<file path="src/rtl/ifetch_pkg.sv">
// Shared definitions for the instruction fetch front-end.
// Latency: n/a (types, constants and constant functions only).
// Backpressure: n/a.
// Contents: default geometry, fetch-entry width ({pc, inst}), clog2 helper.
package ifetch_pkg;

    localparam int DWIDTH_DEF     = 16;
    localparam int AWIDTH_DEF     = 12;
    localparam int FIFO_DEPTH_DEF = 4;
    localparam int RESET_PC_DEF   = 0;

    // A buffered fetch entry is {pc, inst}, pc in the upper bits.
    function automatic int entry_width(input int aw, input int dw);
        return aw + dw;
    endfunction

    function automatic int clog2(input int n);
        int r;
        r = 0;
        while ((1 << r) < n) r = r + 1;
        return r;
    endfunction

endpackage

</file>
<file path="src/rtl/ifetch_sync_fifo.sv">
// Synchronous FIFO with push/pop/flush; flush overrides push and pop.
// Latency: a pushed entry is visible at the head the cycle after the push.
// Backpressure: push into a full FIFO is ignored unless a pop happens the same cycle.
// Ports: clk, rst (sync, active-high), push_i/push_dat_i, pop_i, flush_i,
//        head_dat_o (entry at head), count_o, full_o, empty_o.
module sync_fifo
    import ifetch_pkg::*;
#(
    parameter int WIDTH = 28,
    parameter int DEPTH = 4
) (
    input  logic                     clk,
    input  logic                     rst,
    input  logic                     push_i,
    input  logic [WIDTH-1:0]         push_dat_i,
    input  logic                     pop_i,
    input  logic                     flush_i,
    output logic [WIDTH-1:0]         head_dat_o,
    output logic [clog2(DEPTH):0]    count_o,
    output logic                     full_o,
    output logic                     empty_o
);

    localparam int PW = clog2(DEPTH);

    logic [WIDTH-1:0] mem_q [DEPTH];
    logic [PW-1:0]    wr_ptr_q, wr_ptr_d;
    logic [PW-1:0]    rd_ptr_q, rd_ptr_d;
    logic [PW:0]      count_q, count_d;
    logic             do_push, do_pop;

    assign full_o     = (count_q == (PW+1)'(DEPTH));
    assign empty_o    = (count_q == '0);
    assign count_o    = count_q;
    assign head_dat_o = mem_q[rd_ptr_q];

    assign do_pop  = pop_i && !empty_o;
    // A simultaneous pop frees the slot, so a push into a full FIFO is legal then.
    assign do_push = push_i && (!full_o || do_pop);

    always_comb begin
        wr_ptr_d = wr_ptr_q;
        rd_ptr_d = rd_ptr_q;
        count_d  = count_q;
        if (flush_i) begin
            wr_ptr_d = '0;
            rd_ptr_d = '0;
            count_d  = '0;
        end else begin
            // DEPTH is a power of two, so pointers wrap by natural overflow.
            if (do_push) wr_ptr_d = wr_ptr_q + 1'b1;
            if (do_pop)  rd_ptr_d = rd_ptr_q + 1'b1;
            count_d = count_q + {{PW{1'b0}}, do_push} - {{PW{1'b0}}, do_pop};
        end
    end

    always_ff @(posedge clk) begin
        if (rst) begin
            wr_ptr_q <= '0;
            rd_ptr_q <= '0;
            count_q  <= '0;
        end else begin
            wr_ptr_q <= wr_ptr_d;
            rd_ptr_q <= rd_ptr_d;
            count_q  <= count_d;
        end
    end

    // Storage needs no reset: count gates visibility of every slot.
    always_ff @(posedge clk) begin
        if (do_push && !flush_i && !rst) begin
            mem_q[wr_ptr_q] <= push_dat_i;
        end
    end

endmodule

</file>
<file path="src/rtl/ifetch_unit.sv">
// Instruction fetch front-end: issues ROM reads, buffers responses, hands {pc, inst} to decode.
// Latency: rom_ready to inst_valid is 2 cycles (1 ROM + 1 FIFO, no bypass).
// Backpressure: credit (buffered + in-flight < FIFO_DEPTH) gates rom_ready; inst_ready pops.
// Ports: clk, rst; ROM side rom_addr/rom_ready/rom_dout/rom_valid; redirect_valid/redirect_pc;
//        decode side inst_valid/inst_ready/inst_data/inst_pc.
module ifetch_unit
    import ifetch_pkg::*;
#(
    parameter int DWIDTH     = DWIDTH_DEF,
    parameter int AWIDTH     = AWIDTH_DEF,
    parameter int FIFO_DEPTH = FIFO_DEPTH_DEF,
    parameter int RESET_PC   = RESET_PC_DEF
) (
    input  logic              clk,
    input  logic              rst,
    output logic [AWIDTH-1:0] rom_addr,
    output logic              rom_ready,
    input  logic [DWIDTH-1:0] rom_dout,
    input  logic              rom_valid,
    input  logic              redirect_valid,
    input  logic [AWIDTH-1:0] redirect_pc,
    output logic              inst_valid,
    input  logic              inst_ready,
    output logic [DWIDTH-1:0] inst_data,
    output logic [AWIDTH-1:0] inst_pc
);

    localparam int                CW      = clog2(FIFO_DEPTH) + 1;
    localparam int                EW      = entry_width(AWIDTH, DWIDTH);
    localparam logic [AWIDTH-1:0] PC_RST  = AWIDTH'(RESET_PC);
    localparam logic [CW:0]       DEPTH_C = (CW+1)'(FIFO_DEPTH);

    logic [AWIDTH-1:0] pc_q, pc_d;
    logic [AWIDTH-1:0] req_pc_q, req_pc_d;
    logic              inflight_q, inflight_d;
    logic              drop_q, drop_d;

    logic [CW-1:0]     fifo_count;
    logic              fifo_full, fifo_empty;
    logic [EW-1:0]     fifo_head;
    logic [CW:0]       credit_used;
    logic              issue, push, pop;

    // Reserve a slot for the outstanding read so its response can never overflow.
    assign credit_used = {1'b0, fifo_count} + {{CW{1'b0}}, inflight_q};
    assign issue       = !rst && !redirect_valid && (credit_used < DEPTH_C);

    assign rom_ready  = issue;
    assign rom_addr   = pc_q;
    assign inst_valid = !rst && !fifo_empty;
    assign pop        = inst_valid && inst_ready;
    // Responses with no read outstanding, or killed by a redirect, are discarded.
    assign push       = rom_valid && inflight_q && !drop_q && (!fifo_full || pop);
    assign {inst_pc, inst_data} = fifo_head;

    always_comb begin
        pc_d       = pc_q;
        req_pc_d   = req_pc_q;
        inflight_d = 1'b0;
        drop_d     = 1'b0;
        if (redirect_valid) begin
            pc_d   = redirect_pc;
            drop_d = inflight_q;
        end else if (issue) begin
            pc_d       = pc_q + 1'b1;
            req_pc_d   = pc_q;
            inflight_d = 1'b1;
        end
    end

    always_ff @(posedge clk) begin
        if (rst) begin
            pc_q       <= PC_RST;
            req_pc_q   <= '0;
            inflight_q <= 1'b0;
            drop_q     <= 1'b0;
        end else begin
            pc_q       <= pc_d;
            req_pc_q   <= req_pc_d;
            inflight_q <= inflight_d;
            drop_q     <= drop_d;
        end
    end

    sync_fifo #(
        .WIDTH (EW),
        .DEPTH (FIFO_DEPTH)
    ) u_fifo (
        .clk        (clk),
        .rst        (rst),
        .push_i     (push),
        .push_dat_i ({req_pc_q, rom_dout}),
        .pop_i      (pop),
        .flush_i    (redirect_valid),
        .head_dat_o (fifo_head),
        .count_o    (fifo_count),
        .full_o     (fifo_full),
        .empty_o    (fifo_empty)
    );

endmodule
</file>
<file path="config.mk">
export PLATFORM = sky130hd
export DESIGN_NAME = ifetch_unit
export DESIGN_NICKNAME = d
export VERILOG_FILES = /design/src/rtl/ifetch_pkg.sv /design/src/rtl/ifetch_sync_fifo.sv /design/src/rtl/ifetch_unit.sv
export SDC_FILE = /design/constraint.sdc
export NUM_CORES = 1
export LEC_CHECK = 0
export ABC_AREA = 0
export CORE_AREA = 2 2 127 160
export DETAILED_ROUTE_END_ITERATION = 7
export DIE_AREA = 0 0 129 162
export PLACE_DENSITY = 0.49
export REMOVE_ABC_BUFFERS = 1
export SLEW_MARGIN = 20
export SYNTH_ARGS = -nofsm -noshare
export SYNTH_HDL_FRONTEND = slang
export SYNTH_SLANG_ARGS = --single-unit
</file>
<file path="constraint.sdc">
create_clock -name clk -period 3.1 [get_ports clk]
set_input_delay 0.465 -clock clk [delete_from_list [all_inputs] [get_ports clk]]
set_output_delay 0.465 -clock clk [all_outputs]
set_load 0.05 [all_outputs]
</file>
**Yosys cells after proc, flatten, opt, wreduce, memory -nomap -nowiden**

Memory sizes are Yosys's and may differ from the RTL's. A register that Yosys moved wholly into a read port is not among the register bits.
Cells that the tools add are included.

- ROM bits: 0
- Memories: 1
- Logic and storage cells: 47
- Bits in latches: 0
- Bits in registers: 33
- RAM bits: 112
- Output and inout port bits: 42

- Add/subtract/negate cells: 6
- Reductions and logical operators: 23
- Bitwise logic cells: 1
- Multiply operators: 0
- Divide/modulo/power cells: 0
- Order comparisons: 1
- Muxes and demuxes: 7
- Shifts and indexed selects: 0
- Eq/ne operators: 1

Memories:

| memory | words | bits a word | rd ports | clocked after memory_dff | wr ports | RTL line | RTL |
|---|---|---|---|---|---|---|---|
| u_fifo.mem_q | 4 | 28 | 1 | 1 | 1 | ifetch_sync_fifo.sv:26 | `logic [WIDTH-1:0] mem_q [DEPTH];` |

Operators with widths:

| operator | count |
|---|---|
| $mux 12 | 2 |
| $add 12x1->12 const B | 1 |
| $logic_and 1x1->1 | 11 |
| $logic_not 1->1 | 5 |
| $add 2x1->2 const B | 2 |
| $add 3x1->4 | 1 |
| $lt 4x3->1 const B | 1 |
| $mux 2 | 2 |
| $reduce_or 2->1 | 2 |
| $add 3x1->3 | 1 |
| $eq 3x3->1 const B | 1 |
| $logic_not 3->1 | 1 |
| $mux 1 | 3 |
| $sub 3x1->3 | 1 |
| $logic_or 1x1->1 | 2 |
| $reduce_and 2->1 | 1 |
| $reduce_bool 2->1 | 1 |
| $not 1->1 | 1 |

**Logic depth before layout (Yosys ltp)**

Gate-level depths: netlist of the first run.

- Depth in word-level cells: 11
- Gate-level depth with buffers: 9

**Cells and area by module**

From an unflattened synthesis of the first run, not the netlist that was laid out.

- Cells, all modules: 339
- Area, all modules: 5790.6 µm²

Modules (own cells, without submodules):

| module | area each (µm²) | seq. area each (µm²) | cells each | instances |
|---|---|---|---|---|
| sync_fifo | 4565.6 | 3543.4 | 193 | 1 |
| ifetch_unit | 1224.9 | 520.5 | 146 | 1 |

**Worst setup path before layout of the first run**

OpenSTA, ideal clock, no wires.

- Path type: input to register
- From: input port rst
- To: memory u_fifo.mem_q[0][0] (enable)
- Stages on the path: 4
- Setup time: 388 ps
- Setup slack: 709 ps
- Required time: 2712 ps
- Path buffers: 1
- Arrival: 2003 ps
- Cell sequence: buf_6 nand2b_1 a311oi_2 and3_1

- Cells in the longest elaborated chain, start to end: 10

Ends and longest elaborated chain:

| element | RTL line | RTL |
|---|---|---|
| start: declaration | ifetch_unit.sv:15 | `input logic rst,` |
| $logic_not 1->1 * | ifetch_sync_fifo.sv:71, ifetch_unit.sv:50 |  |
| $logic_and 1x1->1 | ifetch_unit.sv:50 | `assign inst_valid = !rst && !fifo_empty;` |
| $logic_and 1x1->1 | ifetch_unit.sv:51 | `assign pop = inst_valid && inst_ready;` |
| $logic_or 1x1->1 / $logic_and 1x1->1 (equally long branches) | ifetch_unit.sv:53, ifetch_sync_fifo.sv:37 |  |
| $logic_and 1x1->1 / $logic_or 1x1->1 (equally long branches) | ifetch_unit.sv:53, ifetch_sync_fifo.sv:39 |  |
| $logic_and 1x1->1 | ifetch_sync_fifo.sv:39 | `assign do_push = push_i && (!full_o \|\| do_pop);` |
| $logic_and 1x1->1 | ifetch_sync_fifo.sv:71 | `if (do_push && !flush_i && !rst) begin` |
| $logic_and 1x1->1 * | ifetch_sync_fifo.sv:71 |  |
| $mux 1 * | ifetch_sync_fifo.sv:71 |  |
| $mux 1 (not written as such) * | ifetch_sync_fifo.sv:72 | `mem_q[wr_ptr_q] <= push_dat_i;` |
| end: declaration | ifetch_sync_fifo.sv:26 |  |

Mark *: on every way between the ends. The rest lies on a longest branch, timed or not.

==> results of run 1 <==
metal layers:
layer	vias to the layer above	wire, microns	track usage (%)
li1	1539	-	-
met5	-	0	0
met4	0	214	4.891
met3	19	506	3.393
met1	1618	5154	14.20
met2	81	6259	21.55
through the flow:
stage	cell area [sq um]	utilization (%)	std cells	total power [mW]	hold WS (ns)
floorplan	5613	-	329	2.303	0.4576
global placement	6883	35.61	684	2.426	0.4951
detailed placement	6883	35.61	684	2.429	0.4951
CTS	7491	38.76	716	4.511	0.5108
global route	7491	38.76	716	4.614	0.5397
finish	7491	38.76	716	4.458	0.5086
power breakdown:
group          switching, mW  internal (mW)  total (mW)
registers             0.0270           2.13        2.16
logic                  0.129         0.0980       0.227
clock network          0.796           1.28        2.07
cells by family (layout without fill, tap and decap cells):
| group | count (synthesis) | in the layout | synth area share (%) |
|---|---|---|---|
| DFF | 147 | 147 | 71.24 |
| buffers and inverters | 29 | 133 | 2.325 |
| muxes | 32 | 32 | 11.80 |
| and+or+nand+nor | 86 | 86 | 7.195 |
| xor gates and xnor gates | 6 | 6 | 0.9212 |
| AOI/OAI and AO/OA | 39 | 39 | 4.628 |
| adders and majority gates | 8 | 8 | 1.886 |
flip-flops by register name, summed over array words and instances, names as in the netlist, named ones only:
register and cells:
u_fifo.mem_q 112, drop_q 1, u_fifo.wr_ptr_q 2, u_fifo.rd_ptr_q 2, u_fifo.count_o 3, rom_addr 12
req_pc_q 12, inflight_q 1
worst reg2reg max path: stages (launching register included):
cell and delay [ns]:
dfxtp_1 0.37, ha_1 0.23, a311o_1 0.35, a21o_1 0.17
buf_4 0.23, or4_1 0.52, a31oi_1 0.16
worst max-delay path by stage:
stage,to,depth (start not counted),start,slack [ns]
6_report,inst_pc[8],3,flip-flop,0.14
4_1_cts,inst_pc[8],3,flip-flop,0.06
3_5_place_dp,inst_pc[8],3,flip-flop,0.51
3_3_place_gp,inst_pc[8],3,flip-flop,0.54
5_1_grt,inst_pc[8],3,flip-flop,0.03
2_1_floorplan,inst_data[0],1,flip-flop,0.53
cell usage in the layout, fill, tap and decap left out, drive strengths merged, types with 4 or more instances in the layout:
cell,count
a31oi,9
inv,13
and3,6
and2,5
clkbuf,18
and4,4
a21oi,13
nand2,37
dfxtp,35
nand3,11
clkdlybuf4s50,72
edfxtp,112
mux4,28
xnor2,4
ha,7
nor2,13
nand4,5
clkinv,7
buf,18
layout make-up:
class / instances / area share [%]
Clock inverter: 14 / 2.389
Sequential cell: 147 / 54.28
Clock buffer: 18 / 5.729
Inverter: 11 / 0.5512
Multi-Input combinational cell: 171 / 20.19
Timing Repair Buffer: 90 / 12.43
Tap cell: 265 / 4.426
==> results by group, run 1 <==
Status
  • Status: complete, no violations

Clocking
  • Clock slew at reported path FFs: 0.06 ns
  • Cts hold-fix bufs: 0
  • TritonCTS clock tree: built
  • Skew-Pair Late Insertion Delay: 0.42 ns
  • CTS H-Tree Depth: 4
  • Setup repair bufs after CTS: 0
  • CTS Buf Count: 17
  • CTS max path bufs: 2
  • Post-CTS resize count: 0
  • Root Driver: clkbuf_16
  • Clk sinks: between 100 and 150

Pwr
  • Leakage: approximately 2.4 nW
  • Worst VDD drop: 0.3399 mV
  • Pwr Density: about 600 nW/um^2

Global route
  • Gr ovfl total: 0
  • All-layer global routing usage: approximately an eighth
  • Initial antenna violation count: 0
  • First-pass GRT wire length: 19220 microns
  • Largest net degree at the start of global routing: 27
  • Vias in the first global route: about 3.4k

Setup path
  • R2R Path End: rom_addr[7]
  • Setup crit start kind: flip-flop
  • Critical setup path kind: flip-flop to output port
  • Reg-to-reg startpoint: u_fifo.count_o[1]
  • FF-to-FF setup slack: 1.00 ns
  • Max Fanout on Critical Path: 22
  • R2R depth: 6
  • Worst path top cell family by delay: buffers and inverters
  • Slowest CP cell: clkdlybuf4s50_1
  • Crit path buf inv count: 2
  • Worst Path Arrival: 2.49 ns
  • Critical path, cell by cell: buf_12 -> mux4_2 -> clkdlybuf4s50_1
  • Crit path largest cell delay: 0.72 ns
  • Worst EP required: about 2.6 ns
  • Crit end category: output port

STA
  • Tcrit/Tclk final: between 90 and 100%
  • Minimum clock period: approximately 3.0 ns
  • Rel. slew slack: between 60 and 70%
  • RSZ-0062 raised after global routing: no
  • Final max-slew violation count: 0
  • Hold Vio Cnt, Final: 0
  • Clock skew: 0.01058 ns
  • Final setup viols: 0
  • Setup Total Neg Slack: 0 ns
  • Slew @ Worst Pin: 0.5344 ns
  • FMAX: approximately 340 MHz
  • Final worst setup slack: ~0.14 ns

Detailed routing
  • Vias/cell: about 4.5
  • 1st-pass router iterations: 4
  • DRT Wirelength: approximately 12000 microns
  • Antenna viol nets, final: 0
  • Avg WL per Cell: approximately 17 microns
  • # DRC: 0
  • Routed vias: 3257
  • Drt initial violations: 148

Synth
  • Post-synth cell types: 39
  • Synth top cells by count: edfxtp_1, nand2_1, dfxtp_1, mux4_2
  • Post-synth top area cell: edfxtp_1
  • Synth async-reset ratio: 0%
  • Mean cell area of the mapped netlist: roughly 16 sq um
  • Post-synthesis sequential area ratio: a little under three quarters
  • Synth Flop Type: edfxtp_1
  • Top cell type's share of synthesized area: approximately 59%
  • Ys Warns: 0
  • Number of synthesized flops with an enable pin: approximately 110
  • Top cells by area, synth: edfxtp_1, dfxtp_1, mux4_2, nand2_1, ha_1
  • Synth Instances: 347
  • Mapped Area: about 5700 sq um
  • Flop and latch count out of synthesis: ~150
  • Count leader, synth: edfxtp_1

Job
  • MaxCap Viol Count: 0

Hold path
  • Tightest Hold Check Type: flip-flop to flip-flop
  • Worst hold path cell count: 2
  • Worst Hold Launch: req_pc_q[8]
  • Endpoint of the worst hold path: req_pc_q[8]

Floorplan
  • DIE HEIGHT: between 150 and 200 microns
  • Boundary Pins: 75
  • Core area: about 19000 sq um
  • Row cnt: 57
  • Die area: 20900 sq um
  • Initial core utilization: 29.51%
  • Die width: ~130 microns

Layout
  • Layout cells sized above 1: 19.29%
  • Final nets: about 480
  • Area of the multi-input gates: about 1500 sq um
  • # diodes: 0
  • Fillcell total: roughly 1.8k
  • FF/Latch Area: approximately 4100 sq um
  • Syn-to-layout area delta: 31.32%

Placed design
  • IO Port Bufs: 74
  • Routability Congestion: a little under 0.8
  • Pre-CTS setup slack: approximately 0.51 ns
  • Placed wire-length estimate: around 8000 microns
(Power assumes the default switching activity.)
==> run 2, diff against run 1 <==
--- a/config.mk
+++ b/config.mk
@@ -6,12 +6,14 @@
 export NUM_CORES = 1
 export LEC_CHECK = 0
 export ABC_AREA = 0
-export CORE_AREA = 2 2 127 160
+export CORE_AREA = 2 2 94 119
+export CTS_BUF_LIST = sky130_fd_sc_hd__clkbuf_8
 export DETAILED_ROUTE_END_ITERATION = 7
-export DIE_AREA = 0 0 129 162
-export PLACE_DENSITY = 0.49
+export DIE_AREA = 0 0 96 121
+export PLACE_DENSITY = 0.81
 export REMOVE_ABC_BUFFERS = 1
 export SLEW_MARGIN = 20
 export SYNTH_ARGS = -nofsm -noshare
 export SYNTH_HDL_FRONTEND = slang
+export SYNTH_HIERARCHICAL = 1
 export SYNTH_SLANG_ARGS = --single-unit
==> run 2 against run 1 <==
  * Clock-buffer cell count rose by 5
  * Critical path depth fell by 1
  * Sequential share of layout area rose by 2.1 points
  * Design area fell by 3.7%
  * Register-to-register slack got worse by 0.48 ns
  * Clock power fell by 13%
  * Highest routed layer unchanged
==> results by group, run 2 <==
Setup path
  • Crit path largest cell delay: 0.72 ns (about the same)
  • Slowest CP cell: clkdlybuf4s50_1
  • Worst Path Arrival: 2.49 ns (about the same)
  • Crit end category: output port
  • Critical path, cell by cell: mux4_1 -> clkdlybuf4s50_1
  • Worst path top cell family by delay: buffers and inverters
  • Setup crit start kind: flip-flop
  • Worst EP required: 2.63 ns (about the same)
  • FF-to-FF setup slack: 0.52 ns (-0.48 ns)
  • Crit path buf inv count: 1 (-1)
  • Max Fanout on Critical Path: 16 (-27%)
  • Critical setup path kind: flip-flop to output port

Synth
  • Ys Warns: 6 (+6)
  • Number of synthesized flops with an enable pin: 112 (unchanged)
  • Synth Flop Type: edfxtp_1
  • Mean cell area of the mapped netlist: 17.08 sq um (+3.9%)
  • Synth async-reset ratio: 0% (unchanged)
  • Top cell type's share of synthesized area: 58.08% (-0.88 points)
  • Flop and latch count out of synthesis: 147 (unchanged)
  • Synth top cells by count: edfxtp_1, nand2_1, dfxtp_1, mux4_2, a21oi_1
  • Post-synth cell types: 54 (+38%)
  • Post-synth top area cell: edfxtp_1
  • Synth Instances: 339 (-2.3%)
  • Count leader, synth: edfxtp_1
  • Post-synthesis sequential area ratio: 70.18% (-1.1 points)
  • Top cells by area, synth: edfxtp_1, dfxtp_1, mux4_2, mux4_1, nand2_1
  • Mapped Area: 5791 sq um (+1.5%)

Floorplan
  • Initial core utilization: 55.37% (+26 points)
  • Die area: 11620 sq um (-44%)
  • DIE HEIGHT: 121 microns (-25%)
  • Row cnt: 42 (-26%)
  • Core area: 10460 sq um (-46%)
  • Boundary Pins: 75 (unchanged)
  • Die width: 96 microns (-26%)

Pwr
  • Pwr Density: 575.5 nW/um^2 (-3.3%)
  • Switching Fraction: 18.61% (-2.8 points)
  • Cell Int Power: 3.379 mW (-3.6%)
  • Total net switching power: 0.7728 mW (-19%)
  • Clock share of power: 43.6% (-2.9 points)
  • Worst VDD drop: 0.2770 mV (-19%)
  • Sequential share of power: 51.8% (+3.4 points)
  • Leakage: 2.497 nW (+2.5%)
  • Combinational share of power: 4.7% (-0.4 points)

Layout
  • Largest register FFs: 112 (unchanged)
  • Fin cells: 576 (-20%)
  • Final nets: 471 (-1.7%)
  • Largest Register: u_fifo/mem_q
  • Fillcell total: 674 (-63%)
  • Util after Layout: 68.99% (+30 points)
  • Commonest non-fill, non-tap cell in the layout: edfxtp_1
  • # diodes: 0 (unchanged)
  • Most frequent cells in the layout: edfxtp_1, clkdlybuf4s50_1, nand2_1
  • Syn-to-layout area delta: 24.59%
  • Layout cells sized above 1: 23.42% (+4.1 points)

Detailed routing
  • Avg WL per Cell: 17.79 microns (+5.0%)
  • # DRC: 0 (unchanged)
  • DRT Wirelength: 10250 microns (-16%)
  • 1st-pass router iterations: 5 (+1)
  • Routed vias: 3240 (-0.52%)
  • Drt initial violations: 165 (+11%)
  • Vias/cell: 5.625 (+24%)
  • Antenna viol nets, final: 0 (unchanged)

STA
  • Minimum clock period: 2.954 ns (-0.005723 ns)
  • Final setup viols: 0 (unchanged)
  • Setup Total Neg Slack: 0 ns (unchanged)
  • Hold Vio Cnt, Final: 0 (unchanged)
  • FMAX: 338.6 MHz (+0.19%)
  • RSZ-0062 raised after global routing: no
  • Clock skew: 0.01236 ns (+0.001782 ns)
  • Rel. slew slack: 63.63% (-0.63 points)
  • Final max-slew violation count: 0 (unchanged)
  • Slew @ Worst Pin: 0.5455 ns (+0.01118 ns)
  • Tcrit/Tclk final: 95.28% (-0.18 points)

Clocking
  • Clk sinks: 147 (unchanged)
  • Clock slew at reported path FFs: 0.07 ns (about the same)
  • TritonCTS clock tree: built
  • CTS H-Tree Depth: 4 (unchanged)
  • CTS Buf Count: 17 (unchanged)
  • Cts hold-fix bufs: 0 (unchanged)
  • Post-CTS resize count: 0 (unchanged)
  • Root Driver: clkbuf_8
  • Setup repair bufs after CTS: 0 (unchanged)
  • Skew-Pair Late Insertion Delay: 0.42 ns (about the same)
  • CTS max path bufs: 2 (unchanged)

Placed design
  • IO Port Bufs: 74 (unchanged)
  • Placed wire-length estimate: 6608 microns (-17%)
  • Routability Congestion: 0.8708 (+13%)
  • Cell count after placement: 544 (-20%)

Hold path
  • Tightest Hold Check Type: flip-flop to flip-flop

Global route
  • Gr ovfl total: 0 (unchanged)
  • All-layer global routing usage: 19.25% (+6.9 points)
  • First-pass GRT wire length: 16410 microns (-15%)
  • Vias in the first global route: 3289 (-4.5%)
  • Largest net degree at the start of global routing: 33 (+22%)
  • Initial antenna violation count: 0 (unchanged)

Job
  • MaxCap Viol Count: 0 (unchanged)

Status
  • Status: complete, no violations
-- run 2: changes by cell type in the layout (fill, tap and decap cells not counted), sizes merged, moves of 6 or more --
cell / before / now
nand3: 11 / 4
clkdlybuf4s50: 72 / 49
clkinv: 7 / 1
buf: 18 / 40
nor3: 0 / 6
nor2: 13 / 6
-- run 2: area by class of cell --
type,count,area (sq um),share of cell area [%]
Clock buffer,23,316.6,4.388
Inverter,12,45.04,0.6243
Multi-Input combinational cell,164,1562,21.64
Tap cell,132,165.2,2.289
Sequential cell,147,4065,56.35
Clock inverter,9,195.2,2.706
Timing Repair Buffer,89,865.8,12.00
-- run 2: routing by layer --
metal	GRT usage [%]	routed length [microns]	share of wire (%)
met1	23.15	4032	39
met2	33.12	5534	54
met3	5.031	551	5.4
met4	6.696	129	1.3
met5	0	0	0
-- run 2: worst min-delay path: cells and delay by family (launching register included) --
kind            cells  cell delay [ns]
compound gates      1             0.05
flops               1             0.33
simple gates        1             0.06
-- run 2: path summary, 6_finish.rpt --
kind                     start                 to  depth (start not counted)
min reg2reg        rom_addr[6]        req_pc_q[6]                          2
max reg2reg  u_fifo/count_o[1]  u_fifo/count_o[2]                         11
max                  flip-flop         inst_pc[7]                          2
min                rom_addr[6]        req_pc_q[6]                          2
-- run 2: cells by family (layout without fill, tap and decap cells) --
| family | Yosys count | count (layout) | synth area share [%] |
|---|---|---|---|
| AND/OR/NAND/NOR | 78 | 78 | 7.217 |
| multiplexers | 32 | 32 | 12.12 |
| XOR/XNOR | 5 | 5 | 0.7564 |
| AO/OA/AOI/OAI | 42 | 42 | 5.229 |
| adder cells (fa/ha/maj) | 7 | 7 | 1.642 |
| buffers and inverters | 28 | 133 | 2.852 |
| flip-flops | 147 | 147 | 70.18 |
-- run 2: metrics by stage --
stage / total power [mW] / hold WS [ns] / cell area [sq um] / worst slack, ns
3_5_place_dp: 2.387 / 0.4834 / 6703 / 0.1957
4_1_cts: 4.188 / 0.4938 / 7214 / 0.09174
5_1_grt: 4.281 / 0.5307 / 7214 / 0.03203
2_1_floorplan: 2.279 / 0.4576 / 5670 / -0.06116
6_report: 4.152 / 0.4895 / 7214 / 0.1464
3_3_place_gp: 2.381 / 0.4718 / 6703 / 0.2471
-- run 2: power by group through the flow --
stage | registers (mW) | clock network [mW] | logic [mW]
after floorplan | 2.22 | 0 | 0.0597
after global placement | 2.19 | 0 | 0.191
after detailed placement | 2.19 | 0 | 0.195
after CTS | 2.15 | 1.84 | 0.196
after global routing | 2.15 | 1.92 | 0.209
final | 2.15 | 1.81 | 0.194
==> run 3, diff against run 2 <==
--- a/config.mk
+++ b/config.mk
@@ -6,10 +6,10 @@
 export NUM_CORES = 1
 export LEC_CHECK = 0
 export ABC_AREA = 0
-export CORE_AREA = 2 2 94 119
+export CORE_AREA = 4 4 96 121
 export CTS_BUF_LIST = sky130_fd_sc_hd__clkbuf_8
 export DETAILED_ROUTE_END_ITERATION = 7
-export DIE_AREA = 0 0 96 121
+export DIE_AREA = 0 0 100 125
 export PLACE_DENSITY = 0.81
 export REMOVE_ABC_BUFFERS = 1
 export SLEW_MARGIN = 20
==> run 3 against run 2 <==
  * Worst setup slack improved by 0.094 ns
  * Routed wire length increased by 1.7%
  * Worst hold slack improved by 0.0073 ns
  * Global-route usage decreased by 1.4 points
  * Largest cell class unchanged
  * Critical path type unchanged
  * Non-clock buffer count decreased by 2
  * Via count decreased by 1.1%
  * Design area decreased by 1.5%
  * Sequential share of layout area increased by 0.84 points
  * First-iteration DRC count increased by 19%
  * Core utilization decreased by 1.0 points
  * Register-to-register slack got worse by 0.07 ns
  * Final cell count decreased by 0.35%
==> results by group, run 3 (same netlist as run 2, synthesis figures left out) <==
STA
  • Final max-slew violation count: 0 (unchanged)
  • RSZ-0062 raised after global routing: no
  • Minimum clock period: 2.860 ns (-0.09383 ns)
  • Hold Vio Cnt, Final: 0 (unchanged)
  • Final setup viols: 0 (unchanged)
  • Clock skew: 0.01022 ns (-0.002144 ns)
  • Slew @ Worst Pin: 0.6383 ns (+0.09278 ns)
  • Rel. slew slack: 57.39% (-6.2 points)
  • Tcrit/Tclk final: 92.25% (-3.0 points)
  • Final worst setup slack: 0.2402 ns (+0.09383 ns)
  • FMAX: 349.7 MHz (+3.3%)

Layout
  • Fin cells: 574 (-0.35%)
  • Largest register FFs: 112 (unchanged)
  • Util after Layout: 67.97% (-1.0 points)
  • Layout cells sized above 1: 22.85% (-0.57 points)
  • Most frequent cells in the layout: edfxtp_1, clkdlybuf4s50_1, nand2_1
  • Largest Register: u_fifo/mem_q
  • # diodes: 0 (unchanged)
  • Final nets: 469 (-0.42%)
  • Syn-to-layout area delta: 22.75%
  • Commonest non-fill, non-tap cell in the layout: edfxtp_1
  • Fillcell total: 681 (+1.0%)

Clocking
  • CTS Buf Count: 17 (unchanged)
  • Clock slew at reported path FFs: 0.07 ns (about the same)
  • CTS H-Tree Depth: 4 (unchanged)
  • Setup repair bufs after CTS: 0 (unchanged)
  • Skew-Pair Late Insertion Delay: 0.42 ns (about the same)
  • Cts hold-fix bufs: 0 (unchanged)
  • TritonCTS clock tree: built
  • Root Driver: clkbuf_8
  • Clk sinks: 147 (unchanged)
  • Post-CTS resize count: 0 (unchanged)
  • CTS max path bufs: 2 (unchanged)

Detailed routing
  • Vias/cell: 5.580 (-0.80%)
  • Antenna viol nets, final: 0 (unchanged)
  • # DRC: 0 (unchanged)
  • Avg WL per Cell: 18.15 microns (+2.0%)
  • DRT Wirelength: 10420 microns (+1.7%)
  • 1st-pass router iterations: 4 (-1)
  • Routed vias: 3203 (-1.1%)
  • Drt initial violations: 197 (+19%)

Floorplan
  • Die area: 12500 sq um (+7.6%)
  • Core area: 10460 sq um (unchanged)
  • DIE HEIGHT: 125 microns (+3.3%)
  • Die width: 100 microns (+4.2%)
  • Boundary Pins: 75 (unchanged)
  • Initial core utilization: 55.37% (unchanged)
  • Row cnt: 42 (unchanged)

Pwr
  • Pwr Density: 541.6 nW/um^2 (-5.9%)
  • Worst VDD drop: 0.2869 mV (+3.6%)
  • Total power: 3.850 mW (-7.3%)
  • Leakage: 2.434 nW (-2.5%)

Placed design
  • Placed wire-length estimate: 6940 microns (+5.0%)
  • Routability Congestion: 0.8634 (-0.85%)
  • Cell count after placement: 542 (-0.37%)
  • IO Port Bufs: 74 (unchanged)
  • Pre-CTS setup slack: 0.1376 ns (-0.05802 ns)

Global route
  • All-layer global routing usage: 17.85% (-1.4 points)
  • First-pass GRT wire length: 17220 microns (+5.0%)
  • Initial antenna violation count: 0 (unchanged)
  • Gr ovfl total: 0 (unchanged)
  • Vias in the first global route: 3409 (+3.6%)
  • Largest net degree at the start of global routing: 33 (unchanged)

Hold path
  • Endpoint of the worst hold path: req_pc_q[9]
  • Worst hold path cell count: 2 (unchanged)
  • Tightest Hold Check Type: flip-flop to flip-flop
  • Worst Hold Launch: req_pc_q[9]

Setup path
  • R2R depth: 11 (unchanged)
  • Max Fanout on Critical Path: 13 (-3)
  • Worst EP required: 2.63 ns (about the same)
  • Slowest CP cell: clkdlybuf4s50_1
  • Worst path top cell family by delay: buffers and inverters
  • Crit path buf inv count: 1 (unchanged)
  • Worst Path Arrival: 2.39 ns (-0.10 ns)
  • Setup crit start kind: flip-flop
  • Critical path, cell by cell: mux4_1 -> clkdlybuf4s50_1
  • Reg-to-reg startpoint: u_fifo/count_o[2]
  • FF-to-FF setup slack: 0.45 ns (-0.07 ns)
  • R2R Path End: u_fifo/count_o[2]
  • Crit path largest cell delay: 0.75 ns (+0.03 ns)
  • Critical setup path kind: flip-flop to output port
  • Crit end category: output port

Job
  • MaxCap Viol Count: 0 (unchanged)

Status
  • Status: complete, no violations
[run 3: cell count changes in the layout (fill, tap and decap cells not counted), sizes merged]
cell / delta
clkinv: +3
clkbuf: -2
buf: -1
bufinv: -3
clkinvlp: +3
clkdlybuf4s50: -1
inv: -1
[run 3: worst max-delay path by stage]
stage                     cells after the start  slack (ns)         startpoint                 end
after floorplan                               6       -0.06  u_fifo/count_o[1]  u_fifo/mem_q[0][0]
after global placement                       11        0.24                rst   u_fifo/count_o[2]
after detailed placement                     11        0.14                rst   u_fifo/count_o[2]
after CTS                                     2        0.17          flip-flop          inst_pc[6]
after global routing                          2        0.12          flip-flop          inst_pc[6]
final                                         2        0.24          flip-flop          inst_pc[7]
[run 3: per-stage QoR]
stage                     TNS, ns  area (sq um)  hold slack, ns
after floorplan            -6.850          5670          0.4576
after global placement          0          6685          0.4732
after detailed placement        0          6685          0.4850
after CTS                       0          7108          0.4992
after global routing            0          7108          0.5206
final                           0          7108          0.4968
[run 3: where the power goes]
group	total, mW	switching, mW	internal, mW	leakage, nW
Sequential	2.15	0.0229	2.13	1.31
Clock	1.50	0.634	0.871	0.210
Combinational	0.195	0.110	0.0849	0.919
[run 3: cell type report]
type / count / area (sq um) / share of cell area [%]
clock inverter: 11 / 133.9 / 1.883
tap: 132 / 165.2 / 2.324
timing repair buffer: 87 / 848.3 / 11.93
inverter: 12 / 45.04 / 0.6337
clock buffer: 21 / 289.0 / 4.066
multi-input combinational: 164 / 1562 / 21.97
sequential: 147 / 4065 / 57.19
[run 3: per-layer routing]
metal  up-vias  wire length, microns  track usage [%]
li1       1515                     -                -
met1      1569                  4099            21.81
met2       109                  5574            30.73
met3        10                   623            5.237
met4         0                   121            5.234
met5         -                     0                0
[run 3: worst min-delay path, delay by kind of cell (launching register included)]
kind               cells  cell delay, ns
DFF                    1            0.34
and+or+nand+nor        1            0.06
AOI/OAI and AO/OA      1            0.05
